### src/rtl/scan_capture_ctrl.sv
// Scan test controller: shifts patterns into a pseudo-primary chain, captures core response, compacts it in an 8-bit MISR.
// Latency: num_patterns*(CHAIN_LEN+1)+CHAIN_LEN cycles from accepted start to the done pulse (num_patterns=0: done next cycle).
// Backpressure: none; start is only honoured in IDLE and is dropped while a run is in progress.
module scan_capture_ctrl #(
  parameter int CHAIN_LEN = 2,
  parameter int SIG_W     = 8
) (
  input  logic                 clk,
  input  logic                 rst_n,
  input  logic                 start,
  input  logic [7:0]           num_patterns,
  input  logic                 scan_in,
  input  logic [CHAIN_LEN-1:0] ppo,
  output logic [CHAIN_LEN-1:0] ppi,
  output logic                 scan_en,
  output logic                 scan_out,
  output logic                 busy,
  output logic                 done,
  output logic [SIG_W-1:0]     signature
);

  localparam int CNT_W = (CHAIN_LEN > 2) ? $clog2(CHAIN_LEN) : 1;
  localparam logic [CNT_W-1:0] LAST_SHIFT = CNT_W'(CHAIN_LEN - 1);
  // Feedback taps for x^8+x^4+x^3+x^2+1
  localparam logic [SIG_W-1:0] POLY = SIG_W'(8'h1D);

  typedef enum logic [2:0] {
    IDLE    = 3'd0,
    SHIFT   = 3'd1,
    CAPTURE = 3'd2,
    UNLOAD  = 3'd3,
    DONE    = 3'd4
  } state_t;

  state_t                 state_q, state_d;
  logic [CHAIN_LEN-1:0]   chain_q, chain_d;
  logic [SIG_W-1:0]       sig_q, sig_d;
  logic [7:0]             pat_cnt_q, pat_cnt_d;
  logic [CNT_W-1:0]       shift_cnt_q, shift_cnt_d;
  logic                   capture_seen_q, capture_seen_d;
  logic [SIG_W-1:0]       sig_step;

  // One MISR step folds in the bit currently leaving the chain (before the shift).
  always_comb begin
    sig_step = {sig_q[SIG_W-2:0], 1'b0} ^ (sig_q[SIG_W-1] ? POLY : '0) ^ {{(SIG_W-1){1'b0}}, chain_q[CHAIN_LEN-1]};
  end

  // Next-state, chain, counter and signature update.
  always_comb begin
    state_d        = state_q;
    chain_d        = chain_q;
    sig_d          = sig_q;
    pat_cnt_d      = pat_cnt_q;
    shift_cnt_d    = shift_cnt_q;
    capture_seen_d = capture_seen_q;
    case (state_q)
      IDLE: begin
        if (start) begin
          sig_d = '0;
          if (num_patterns != 8'd0) begin
            state_d        = SHIFT;
            pat_cnt_d      = num_patterns;
            shift_cnt_d    = '0;
            capture_seen_d = 1'b0;
          end else begin
            state_d = DONE;
          end
        end
      end
      SHIFT: begin
        // The first load shifts out stale chain contents, so it is not compacted.
        if (capture_seen_q) sig_d = sig_step;
        chain_d = {chain_q[CHAIN_LEN-2:0], scan_in};
        if (shift_cnt_q == LAST_SHIFT) begin
          shift_cnt_d = '0;
          state_d     = CAPTURE;
        end else begin
          shift_cnt_d = shift_cnt_q + 1'b1;
        end
      end
      CAPTURE: begin
        chain_d        = ppo;
        pat_cnt_d      = pat_cnt_q - 8'd1;
        capture_seen_d = 1'b1;
        state_d        = (pat_cnt_q > 8'd1) ? SHIFT : UNLOAD;
      end
      UNLOAD: begin
        sig_d   = sig_step;
        chain_d = {chain_q[CHAIN_LEN-2:0], 1'b0};
        if (shift_cnt_q == LAST_SHIFT) begin
          shift_cnt_d = '0;
          state_d     = DONE;
        end else begin
          shift_cnt_d = shift_cnt_q + 1'b1;
        end
      end
      DONE: begin
        state_d = IDLE;
      end
      default: begin
        state_d = IDLE;
      end
    endcase
  end

  // State register; reset aborts any run in progress.
  always_ff @(posedge clk or negedge rst_n) begin
    if (!rst_n) begin
      state_q        <= IDLE;
      chain_q        <= '0;
      sig_q          <= '0;
      pat_cnt_q      <= '0;
      shift_cnt_q    <= '0;
      capture_seen_q <= 1'b0;
    end else begin
      state_q        <= state_d;
      chain_q        <= chain_d;
      sig_q          <= sig_d;
      pat_cnt_q      <= pat_cnt_d;
      shift_cnt_q    <= shift_cnt_d;
      capture_seen_q <= capture_seen_d;
    end
  end

  // Outputs decode directly from state so reset clears them without waiting for a clock.
  always_comb begin
    ppi       = chain_q;
    scan_out  = chain_q[CHAIN_LEN-1];
    signature = sig_q;
    scan_en   = (state_q == SHIFT) || (state_q == UNLOAD);
    busy      = (state_q == SHIFT) || (state_q == CAPTURE) || (state_q == UNLOAD);
    done      = (state_q == DONE);
  end

endmodule

### config.mk
export PLATFORM = sky130hd
export DESIGN_NAME = scan_capture_ctrl
export DESIGN_NICKNAME = d
export VERILOG_FILES = /design/src/rtl/scan_capture_ctrl.sv
export SDC_FILE = /design/constraint.sdc
export NUM_CORES = 1
export LEC_CHECK = 0
export ABC_AREA = 1
export ABC_CLOCK_PERIOD_IN_PS = 3560
export CAP_MARGIN = 5
export CORE_UTILIZATION = 48
export CTS_BUF_LIST = sky130_fd_sc_hd__clkbuf_4
export DETAILED_ROUTE_END_ITERATION = 16
export HOLD_SLACK_MARGIN = 0.02
export PLACE_DENSITY = 0.86
export SYNTH_ARGS = -nofsm -noshare
export SYNTH_HDL_FRONTEND = slang
export SYNTH_SLANG_ARGS = --single-unit
### constraint.sdc
create_clock -name clk -period 3.56 [get_ports clk]
set_clock_uncertainty 0.1 [all_clocks]
set_input_delay 0.712 -clock clk [delete_from_list [all_inputs] [get_ports clk]]
set_output_delay 0.712 -clock clk [all_outputs]
set_load 0.03 [all_outputs]
==> summary.md, run 1 <==
| Metric | Value |
|---|---|
| Via count | 1,266 |
| Iteration-0 DRC Markers | 46 |
| Proportion of layout cells with a drive suffix above 1 | 0.07589 |
| Pre-antenna DRT Iters | 4 |
| Critical path required time | 2.75 ns |
| Hold Crit Class | reg2reg |
| Mean Syn Cell Area | 6.938 um2 |
| Post-DP HPWL | 2.238 mm |
| Input/output buffers | 27 |
| Most frequent cells in the layout | nand2_1, clkdlybuf4s50_1, dfrtp_1, nor2_1, inv_1 |
| Congestion Overflow GR | 0 |
| Placed Area | 0.001647 mm2 |
| Post-Synth Simple-Gate Area | 0.3634 |
| Wirelength per Cell | 11.42 um |
| Largest family of logic cells by synthesized area | simple AND/OR/NAND/NOR gates |
| Compound-gate portion of the synthesized area | 0.1102 |
| Vias per std cell | 4.965 |
| Core area | 0.002734 mm2 |
| Clk sinks | 23 |
| Adder-cell area share of the yosys netlist | 0.01821 |
| Finish-stage setup viols | 0 |
| CTS tree | yes |
| Initial antenna violation count | 0 |
| Vias in the first global route | 1,139 |
| GP Congestion | 0.9177 |
| Post-CTS Repair Setup Buffers | 0 |
| Final WL | 2.911 mm |
| First-pass GRT wire length | 4.871 mm |
| Drc violations | 0 |
| Diodes inserted | 0 |
| Synth warn | 0 |
| Fmax achieved | 381.9 MHz |
| Measured slew at the worst slew-check pin | 0.9684 ns |
| Die area | 0.003080 mm2 |
| Setup TNS | 0 ns |
| Slew Viols, Final | 0 |
| Cell area after layout | 0.001677 mm2 |
| Final Hold Fails | 0 |
| GRT Total Usage | 0.1970 |
| H-tree depth | 1 |
| Post-synth net total | 214 |
| Clk root buf | clkbuf_4 |
| Post-route ant nets | 0 |
| Yosys cell types | 23 |
| Synthesized cell area | 0.001374 mm2 |
| Sequential share of the synthesized area | 0.4189 |
| Most common cell after layout, fill and taps aside | nand2_1 |
| Clock Path Buffers | 2 |
| Area added between synthesis and finish | 22.04% |
| Total of max-cap violations | 0 |
| Post_cts resized | 0 |
| Synthesis-stage register bit count | 23 |
| Synthesized instance count | 198 |
| Final Cycle Share | 0.7356 |
| Tmin final | 2.619 ns |
| RSZ-0062 raised after global routing | false |
| Chip height | 55.50 um |
| Io pins | 28 |
| VDD IR-drop max | 0.6892 mV |
| Hold Buf Count CTS | 0 |
| Synth Area in XOR/XNOR | 0 |
| CTS Buf Count | 3 |
| Final #Nets | 241 |
| Status | completed |
| Worst-path clk slew | 0.11 ns |
| Crit path kind | reg2out |
| Mux share of post-synthesis cell area | 0 |
| Overall power | 1531 uW |
| Max-slew headroom | 0.3524 |
| Crit end category | primary output |
| Critical path startpoint category | register |
| Starting Density | 0.5025 |
| Row count | 19 |
| Largest net degree at the start of global routing | 24 |
| Lkg Pwr | 0.0008540 uW |
| Clk_lat worst skew | 0.31 ns |
| Die width | 55.50 um |
| Power per Cell Area | 913.4 mW/mm2 |
| Arrival time at the worst endpoint | 1.81 ns |
| Worst Path Max Fanout | 13 |
## cell families (layout without fill, tap and decap cells)
group | Yosys count | count (layout)
simple gates | 119 | 119
fa+ha+maj | 2 | 2
flops | 23 | 23
buf+inv | 27 | 53
compound gates | 27 | 27
## cell type report
type | instances | area, um2
well taps | 31 | 38.79
inverters | 21 | 78.83
repair buffers | 28 | 277.8
fillers | 239 | 1057
clock buffers | 4 | 30.03
flip-flops and latches | 23 | 575.6
multi-input cells | 148 | 675.6
## worst max-delay path, cell delays in order (launching register included)
cell             delay, ns
dfrtp_1               0.46
inv_1                 0.08
nor2_2                0.09
buf_4                 0.19
clkdlybuf4s50_1       0.68
## Yosys cell counts
master / n / share of area
buf_6: 2 / 0.016
clkbuf_1: 1 / 0.0027
nor2_1: 22 / 0.060
o21ai_2: 4 / 0.025
a31oi_1: 1 / 0.0046
inv_2: 3 / 0.0082
ha_1: 2 / 0.018
dfrtp_1: 23 / 0.42
nand2_1: 81 / 0.22
buf_4: 1 / 0.0055
nand3_2: 2 / 0.015
nor2_4: 1 / 0.0082
nor2_2: 1 / 0.0046
nor3_4: 1 / 0.012
inv_1: 18 / 0.049
a21oi_1: 6 / 0.022
nand3b_1: 1 / 0.0055
o21ai_1: 1 / 0.0036
o21ai_0: 15 / 0.055
nand3_1: 8 / 0.029
buf_2: 2 / 0.0073
or2_1: 1 / 0.0046
nor3_1: 1 / 0.0036
## metrics by stage
stage / hold slack [ns] / std cells / utilization / setup WS [ns]
final: 0.3886 / 255 / 0.6133 / 0.9413
after global routing: 0.4201 / 255 / 0.6133 / 0.8640
after CTS: 0.3964 / 255 / 0.6133 / 0.9373
after detailed placement: 0.3705 / 251 / 0.6023 / 1.286
after global placement: 0.3566 / 251 / 0.6023 / 1.312
after floorplan: 0.3164 / 198 / - / 1.770
## final timing paths
check | slack [ns] | depth (start not counted) | endpoint | from
max in group asynchronous | 1.94 | 1 | pat_cnt_q[1]$_DFFE_PN0P_ | rst_n
min in group asynchronous | 0.82 | 1 | signature[2]$_DFFE_PN0P_ | rst_n
worst max-delay path | 0.94 | 4 | scan_en | state_q[0]$_DFFE_PN0P_
worst max register to register | 1.50 | 7 | pat_cnt_q[2]$_DFFE_PN0P_ | state_q[2]$_DFFE_PN0P_
worst min-delay path | 0.39 | 2 | shift_cnt_q$_DFFE_PN0P_ | shift_cnt_q$_DFFE_PN0P_
worst min register to register | 0.39 | 2 | shift_cnt_q$_DFFE_PN0P_ | shift_cnt_q$_DFFE_PN0P_
## report_power, final
| part | switching (uW) | internal [uW] | total, uW |
|---|---|---|---|
| sequential | 113 | 371 | 484 |
| combinational | 602 | 320 | 923 |
| clock | 73.1 | 51.4 | 124 |
| total | 788 | 743 | 1530 |
## registers in the layout, indices dropped and copies added, names as in the netlist
name            count
capture_seen_q      1
pat_cnt_q           8
ppi                 2
shift_cnt_q         1
signature           8
state_q             3
## per-layer routing
metal  track usage  wire length (um)  up-vias
met5             0                 0        -
met1        0.2698              1431      570
met3       0.03513                83        4
met2        0.3236              1376       24
li1              -                 -      668
met4       0.05000                21        0
Note: power is estimated with default switching activity, not from simulation.
==> run 2: changes to the inputs <==
Settings changed: ABC_CLOCK_PERIOD_IN_PS 3560 to 2700.
Clock period 3.56 ns to 2.7 ns, I/O delays scaled along.
==> summary.md, run 2 (synthesized netlist as in run 1, its figures left out) <==
| Metric | Value |
|---|---|
| Status | completed |
| Finish-stage setup viols | 0 |
| Combinational power share | 0.599 |
| Worst Path Max Fanout | 4 |
| CP cell instances | nor2_4 > inv_1 > nor2_1 > clkdlybuf4s50_1 |
| Critical path's largest stage delay | 0.68 ns |
| Crit end category | primary output |
| Post_cts resized | 0 |
| Post-CTS Repair Setup Buffers | 0 |
| Input/output buffers | 27 |
| Core area | 0.002734 mm2 |
| H-tree depth | 1 |
| Clk root buf | clkbuf_4 |
| Area added between synthesis and finish | 23.13% |
| Post-route ant nets | 0 |
| Drc violations | 0 |
| Lkg Pwr | 0.0008641 uW |
| Chip height | 55.50 um |
| Slew Viols, Final | 0 |
| Hold Buf Count CTS | 0 |
| Hold Crit Class | reg2reg |
| Overall power | 2014 uW |
| CTS tree | yes |
| GP Congestion | 0.9177 |
| Critical path required time | 2.06 ns |
| Die width | 55.50 um |
| Via count | 1,270 |
| First-pass GRT wire length | 4.836 mm |
| Final non-filler cell total | 257 |
| Post-DP HPWL | 2.279 mm |
| CTS Buf Count | 3 |
| Final Hold Fails | 0 |
| VDD IR-drop max | 0.7920 mV |
| Arrival time at the worst endpoint | 1.71 ns |
| Total of max-cap violations | 0 |
| Die area | 0.003080 mm2 |
| Io pins | 28 |
| Max-slew headroom | 0.7924 |
| Congestion Overflow GR | 0 |
| GRT Total Usage | 0.1979 |
| Switching portion of total power | 0.5101 |
| Diodes inserted | 0 |
| Worst-path clk slew | 0.11 ns |
| Fill cells | 232 |
| WHS | 0.4064 ns |
| Final WL | 2.856 mm |
| Fmax achieved | 424.8 MHz |
| Largest net degree at the start of global routing | 24 |
| Crit path kind | reg2out |
| Sequential share of power | 0.319 |
| Clock Path Buffers | 2 |
| Vias per std cell | 4.942 |
| Clk_lat worst skew | 0.31 ns |
| Most common cell after layout, fill and taps aside | nand2_1 |
| Proportion of layout cells with a drive suffix above 1 | 0.08407 |
| Tmin final | 2.354 ns |
| Placed cell count | 253 |
| Initial antenna violation count | 0 |
| Switching pwr | 1027 uW |
| Wirelength per Cell | 11.11 um |
| Clock Power Share | 0.082 |
| WP buf/inv | 2 |
| Starting Density | 0.5025 |
| Setup TNS | 0 ns |
| Pre-antenna DRT Iters | 5 |
| Crit-path leading delay family | buffers and inverters |
| Measured slew at the worst slew-check pin | 0.3105 ns |
| Pint | 986.5 uW |
| Power per Cell Area | 1190 mW/mm2 |
| Row count | 19 |
| Clk sinks | 23 |
| Final #Nets | 243 |
| Vias in the first global route | 1,156 |
| Most frequent cells in the layout | nand2_1, clkdlybuf4s50_1, dfrtp_1, nor2_1, inv_1 |
| Crit-path slowest cell | clkdlybuf4s50_1 |
| RSZ-0062 raised after global routing | false |
| Critical path startpoint category | register |
| Final Cycle Share | 0.8719 |
| Iteration-0 DRC Markers | 75 |
## run 2: changes by cell type in the layout (fill, tap and decap cells not counted)
| cell | change |
|---|---|
| buf_4 | +2 |
## run 2: final cells by class
| cell class | count | area, um2 | area share |
|---|---|---|---|
| Tap cell | 31 | 38.79 | 0.02293 |
| Inverter | 21 | 78.83 | 0.04660 |
| Multi-Input combinational cell | 148 | 675.6 | 0.3994 |
| Sequential cell | 23 | 575.6 | 0.3402 |
| Clock buffer | 4 | 30.03 | 0.01775 |
| Timing Repair Buffer | 30 | 292.8 | 0.1731 |
## run 2: final timing paths
kind                                               from                  endpoint  cells past startpoint  slack (ns)
worst max-delay path             state_q[1]$_DFFE_PN0P_                      done                      4        0.35
worst min-delay path            shift_cnt_q$_DFFE_PN0P_   shift_cnt_q$_DFFE_PN0P_                      2        0.41
worst max register to register   state_q[0]$_DFFE_PN0P_  signature[4]$_DFFE_PN0P_                      9        0.85
worst min register to register  shift_cnt_q$_DFFE_PN0P_   shift_cnt_q$_DFFE_PN0P_                      2        0.41
max in group asynchronous                         rst_n  pat_cnt_q[2]$_DFFE_PN0P_                      2        1.80
min in group asynchronous                         rst_n  signature[2]$_DFFE_PN0P_                      2        0.46
## run 2: power by group through the flow
stage | Clock (uW) | Combinational, uW | Sequential (uW)
after floorplan | 0 | 838 | 706
after global placement | 0 | 1190 | 643
after detailed placement | 0 | 1200 | 646
after CTS | 172 | 1210 | 639
after global routing | 189 | 1340 | 664
final | 165 | 1210 | 643
## run 2: through the flow
step | worst slack, ns | util | cell area, um2
finish | 0.3458 | 0.6188 | 1692
global route | 0.2393 | 0.6188 | 1692
CTS | 0.3219 | 0.6188 | 1692
detailed placement | 0.6258 | 0.6078 | 1662
global placement | 0.6533 | 0.6078 | 1662
floorplan | 1.082 | - | 1374
## run 2: tightest hold or removal path, cell delays in order (launching register included)
cell     delay [ns]
dfrtp_1        0.37
nand2_1        0.06
nand2_1        0.05
## run 2: routing by layer
layer	vias to the layer above	share of wire	global-route usage
li1	674	-	-
met1	567	0.46	0.2531
met2	25	0.49	0.3408
met3	4	0.036	0.03981
met4	0	0.011	0.05357
met5	-	0	0
